--- src/rtl/button_event_pkg.sv ---
// button_pkg: shared types and default timing constants for the button
// event block.
//   state_t      - press-classifier FSM states (IDLE, SHORT, LONG)
//   TICK_DIV     - default clock cycles per timing tick
//   LONG_TICKS   - default ticks of hold before a long-press
//   REPEAT_TICKS - default ticks between auto-repeat pulses
package button_pkg;

  typedef enum logic [1:0] {
    IDLE  = 2'd0,
    SHORT = 2'd1,
    LONG  = 2'd2
  } state_t;

  localparam int TICK_DIV     = 100000;
  localparam int LONG_TICKS   = 100;
  localparam int REPEAT_TICKS = 20;

endpackage

--- src/rtl/button_event_tick_divider.sv ---
// tick_divider: free-running modulo-TICK_DIV counter producing the timing
// tick for the button event block.
//   clk   - system clock
//   reset - synchronous, active-high reset
//   clear - restart the count at 0 on the next edge (press re-phasing)
//   tick  - high while the count sits at TICK_DIV-1
module tick_divider #(
  parameter int TICK_DIV = button_pkg::TICK_DIV
) (
  input  logic clk,
  input  logic reset,
  input  logic clear,
  output logic tick
);
  import button_pkg::*;

  localparam int CW = $clog2(TICK_DIV);

  logic [CW-1:0] cnt;

  assign tick = (cnt == CW'(TICK_DIV - 1));

  always_ff @(posedge clk) begin
    if (reset || clear) cnt <= '0;
    else if (tick)      cnt <= '0;
    else                cnt <= cnt + 1'b1;
  end

endmodule

--- src/rtl/button_event.sv ---
// button_event: turns a debounced button level into press/release strobes,
// short/long press classification, optional auto-repeat and a press count.
//   clk           - system clock
//   reset         - synchronous, active-high reset
//   but_in        - debounced button level, 1 = pressed
//   press_pulse   - 1-cycle strobe, cycle after a press edge
//   release_pulse - 1-cycle strobe, cycle after a release edge
//   short_pulse   - 1-cycle strobe on a release before the long threshold
//   long_pulse    - 1-cycle strobe, LONG_TICKS*TICK_DIV cycles after press_pulse
//   repeat_pulse  - 1-cycle auto-repeat strobe while held long
//   held          - level, high while in LONG
//   press_count   - 8-bit wrapping press counter
// Build option: define BUTTON_EVENT_REPEAT_EN to enable auto-repeat; without
// it repeat_pulse is tied low and no repeat counter is built.
module button_event #(
  parameter int TICK_DIV     = button_pkg::TICK_DIV,
  parameter int LONG_TICKS   = button_pkg::LONG_TICKS,
  parameter int REPEAT_TICKS = button_pkg::REPEAT_TICKS
) (
  input  logic       clk,
  input  logic       reset,
  input  logic       but_in,
  output logic       press_pulse,
  output logic       release_pulse,
  output logic       short_pulse,
  output logic       long_pulse,
  output logic       repeat_pulse,
  output logic       held,
  output logic [7:0] press_count
);
  import button_pkg::*;

  localparam int HW = $clog2(LONG_TICKS + 1);

  if (TICK_DIV < 2 || LONG_TICKS < 1 || REPEAT_TICKS < 1) begin : g_bad_param
    $error("button_event: illegal timing parameters");
  end

  state_t        state, state_nxt;
  logic          in_q;
  logic          press_edge, rel_edge, tick;
  logic [HW-1:0] hold_cnt, hold_nxt;
  logic          short_nxt, long_nxt;

  assign press_edge = but_in & ~in_q;
  assign rel_edge   = ~but_in & in_q;

  // Clearing on the press edge puts the divider at 0 during the press_pulse
  // cycle, so tick k lands exactly k*TICK_DIV-1 cycles after press_pulse.
  tick_divider #(.TICK_DIV(TICK_DIV)) u_div (
    .clk   (clk),
    .reset (reset),
    .clear (press_edge),
    .tick  (tick)
  );

  always_ff @(posedge clk) begin
    if (reset) state <= IDLE;
    else       state <= state_nxt;
  end

  always_comb begin
    state_nxt = state;
    hold_nxt  = hold_cnt;
    short_nxt = 1'b0;
    long_nxt  = 1'b0;
    if (press_edge) begin
      // Any press edge (even outside IDLE) restarts classification.
      state_nxt = SHORT;
      hold_nxt  = '0;
    end else begin
      case (state)
        SHORT: begin
          // Release has priority over a threshold tick in the same cycle.
          if (rel_edge) begin
            state_nxt = IDLE;
            short_nxt = 1'b1;
          end else if (tick) begin
            hold_nxt = hold_cnt + 1'b1;
            if (hold_cnt == HW'(LONG_TICKS - 1)) begin
              state_nxt = LONG;
              long_nxt  = 1'b1;
            end
          end
        end
        LONG: if (rel_edge) state_nxt = IDLE;
        default: ;
      endcase
    end
  end

  always_ff @(posedge clk) begin
    if (reset) begin
      in_q          <= 1'b0;
      hold_cnt      <= '0;
      press_pulse   <= 1'b0;
      release_pulse <= 1'b0;
      short_pulse   <= 1'b0;
      long_pulse    <= 1'b0;
      press_count   <= '0;
    end else begin
      in_q          <= but_in;
      hold_cnt      <= hold_nxt;
      press_pulse   <= press_edge;
      release_pulse <= rel_edge;
      short_pulse   <= short_nxt;
      long_pulse    <= long_nxt;
      if (press_edge) press_count <= press_count + 8'd1;
    end
  end

  assign held = (state == LONG);

`ifdef BUTTON_EVENT_REPEAT_EN
  localparam int RW = $clog2(REPEAT_TICKS + 1);

  logic [RW-1:0] rpt_cnt;
  logic          rpt_q;

  // rpt_cnt sits at 0 on LONG entry; the divider keeps its phase from the
  // press, so repeats land REPEAT_TICKS*TICK_DIV apart from long_pulse.
  always_ff @(posedge clk) begin
    if (reset) begin
      rpt_cnt <= '0;
      rpt_q   <= 1'b0;
    end else begin
      rpt_q <= 1'b0;
      if (state != LONG || press_edge || rel_edge) begin
        rpt_cnt <= '0;
      end else if (tick) begin
        if (rpt_cnt == RW'(REPEAT_TICKS - 1)) begin
          rpt_cnt <= '0;
          rpt_q   <= 1'b1;
        end else begin
          rpt_cnt <= rpt_cnt + 1'b1;
        end
      end
    end
  end

  assign repeat_pulse = rpt_q;
`else
  assign repeat_pulse = 1'b0;
`endif

endmodule

--- config.mk ---
export PLATFORM = sky130hd
export DESIGN_NAME = button_event
export DESIGN_NICKNAME = d
export VERILOG_FILES = /design/src/rtl/button_event_pkg.sv /design/src/rtl/button_event_tick_divider.sv /design/src/rtl/button_event.sv
export SDC_FILE = /design/constraint.sdc
export NUM_CORES = 1
export LEC_CHECK = 0
export BUFFER_PORTS_ARGS = -buffer_cell sky130_fd_sc_hd__buf_2
export CORE_UTILIZATION = 58
export CTS_CLUSTER_DIAMETER = 40
export DETAILED_ROUTE_END_ITERATION = 12
export GPL_TIMING_DRIVEN = 0
export PLACE_DENSITY = 0.78
export RECOVER_POWER = 100
export SETUP_SLACK_MARGIN = 0.1
export SLEW_MARGIN = 20
export SYNTH_ARGS = -nofsm -noshare
export SYNTH_HDL_FRONTEND = slang
export SYNTH_SLANG_ARGS = --single-unit
--- constraint.sdc ---
create_clock -name clk -period 2.2 [get_ports clk]
set_input_delay 0.11 -clock clk [delete_from_list [all_inputs] [get_ports clk]]
set_output_delay 0.11 -clock clk [all_outputs]
set_load 0.01 [all_outputs]
==> flow_summary.toml <==
[finish]
diodes = 0
drive_gt1_share_pct = 10.3
mostFrequentLayoutCells = "dfxtp_1 (39), nor2_1 (29), clkbuf_1 (18)"
area_delta_synth_final_pct = 8.19
final_common_cell = "dfxtp_1"
final_nets = 231

[routing]
drt_iter0_markers = 81
ant_nets = 0
vias = 1482
viasPerCell = 5.53
drc_errors = 0
first_pass_iters = 4
routed_wl_um = 3460
drt-wirelength-per-cell_um = 12.9

[timing]
setup_viol = 0
hold_viol = 0
period_share_pct = 87.8
worst_pin_slew_ps = 570
finalCriticalPeriod_ps = 1930
rsz0062_at_grt = "false"
skew_ps = 5.76
max_slew_margin_pct = 61.8
fin_setup_tns_ps = 0
slew_viol_final = 0
max_freq_ghz = 0.518

[clock_network]
cts_sinks = 39
clock_latency_ps = 350
cts_hold_buf = 1
cts_resized = 0
cts-root-buf = "clkbuf_4"
clk_pin_slew_ps = 110
cts_buffers = 5
cts_max_path_buffers = 2
post_cts_buffers = 0
cts.htree.levels = 2
cts_tree = "built"

[yosys]
synthXorXnorAreaFrac_pct = 9.56
synth_compound_area_share_pct = 6.35
muxShareOfSynthArea_pct = 0.546
synthArstFlopShare_pct = 0
synth_edf_count = 0
synth-main-ff-cell = "dfxtp_1"
synth_area_leaders = "dfxtp_1 (43%), xnor2_1 (6.2%), nor2_1 (5.9%)"
yosysTopAreaCell = "dfxtp_1"
synthSimpleGateAreaFrac_pct = 32.6
syn_area_sq_mm = 0.00183
yosys.area.top_type_share_pct = 42.6
ys_warn_count = 0
syn_inst = 200
seq_area_frac_synth_pct = 42.6
yosys.area_share.adder_pct = 3.41
syn_area_per_cell_sq_um = 9.17
synthDistinctLibCells = 44
syn_nets = 208
synth_top_family_by_area = "simple AND/OR/NAND/NOR gates"
ys_ff_latch = 39

[critical_path]
critPathArrivalTime_ps = 2230
endpoint = "hold_cnt[5]"
cp_data_required_time_ps = 2500
critPathLaunchType = "flip-flop"
crit_type = "reg2reg"
r2r-start = "in_q"
setup.worst_path.end_class = "flip-flop"
worstSetupStartpoint = "in_q"
r2r-end = "hold_cnt[5]"
crit_fanout = 10
r2r_slack_ps = 270
ff2ff_path_depth = 7

[worst_hold_path]
holdPathStages = 3
hp-start = "but_in"
hold_path.class = "in2reg"

[power]
total_power_mw = 1.14
ir_drop_v = 0.000416
power_density_mw_per_mm2 = 575
p_leak_nw = 0.697

[placed_design]
place_hpwl_um = 2500
io_buffers = 15
place.gp.congestion = 0.837

[die]
die_height_um = 58.2
dieArea_sq_mm = 0.00339
core_area_sq_mm = 0.00303
ioPinCount = 17
initial_core_util_pct = 60.5
die_x_um = 58.2
fp-row-count = 20

[global_routing]
grt_overflow = 0
track_usage_pct = 23.4
grt_pass1_vias = 1362
grt_max_degree = 12
antenna_found_initial = 0
grt_pass1_wl_um = 6000

[outcome]
status = "complete, no violations"

[run]
cap_violations = 0
[cells by family (layout without fill, tap and decap cells)]
logic type	count (synthesis)	in the layout
adder cells (fa/ha/maj)	5	5
multiplexers	1	1
other	1	1
XOR/XNOR	20	20
AND/OR/NAND/NOR	102	102
AO/OA/AOI/OAI	17	17
flip-flops	39	39
buffers and inverters	15	39
[stage by stage]
stage                     instance area [sq um]  hold WS [ps]  util (%)  cells  setup slack [ps]
after global routing                       1980          31.5      65.5    268               138
after detailed placement                   1960           342      64.8    259               278
final                                      1980          23.6      65.5    268               269
after global placement                     1960           341      64.8    259               337
after CTS                                  2020          13.3      66.8    268               256
after floorplan                            1830           193         -    200               517
[state kept, by name, indices dropped and copies added (netlist names)]
signal         count
state              2
long_pulse         1
hold_cnt           7
release_pulse      1
press_count        8
press_pulse        1
u_div.cnt         17
in_q               1
short_pulse        1
[final cells by class]
class,count,area [sq um]
Fill cell,276,1040
Multi-Input combinational cell,146,950
Sequential cell,39,781
Timing Repair Buffer,16,67.6
Buffer,10,61.3
Tap cell,44,55.1
Clock buffer,7,45.0
Inverter,5,18.8
Clock inverter,1,5.00
[where the power goes]
group	internal, mW	leakage [nW]	switching [mW]
Sequential	0.716	0.316	0.00945
Clock	0.125	0.0293	0.228
Combinational	0.0232	0.352	0.0392
Total	0.864	0.697	0.277
[worst max-delay path, cell delays in order (launching register included)]
cell and delay, ps:
dfxtp_1 350, inv_1 50, ha_1 170, clkbuf_1 210
or2_2 360, buf_2 190, or4_1 490, nand2_1 80
[Yosys cell counts, types with 2 or more instances]
library cell and count:
buf_4 2, o21ai_0 5, xnor2_1 13, o211ai_1 6, nor2_1 29, or3_1 3
nand2_1 14, a21oi_1 3, or4_1 5, nand3_1 10, nor2b_1 2, nand4_1 11
clkbuf_2 3, and4_1 2, inv_1 5, ha_1 5, xor2_1 7, and3_1 3
nor4_1 6, nor3_1 3, dfxtp_1 39, buf_2 2
[per-layer routing]
| metal | global-route usage [%] | vias up | share of wire [%] |
|---|---|---|---|
| li1 | - | 757 | - |
| met1 | 28.6 | 677 | 45 |
| met2 | 37.9 | 41 | 48 |
| met3 | 7.14 | 7 | 5.3 |
| met4 | 10.5 | 0 | 1.8 |
| met5 | 0 | - | 0 |
[how the worst min path moves through the flow]
stage                        to  slack [ps]
floorplan           press_pulse         190
global placement    press_pulse         340
detailed placement  press_pulse         340
CTS                        in_q          10
global route               in_q          30
finish                     in_q          20
Power figures use the tool's default switching activity.
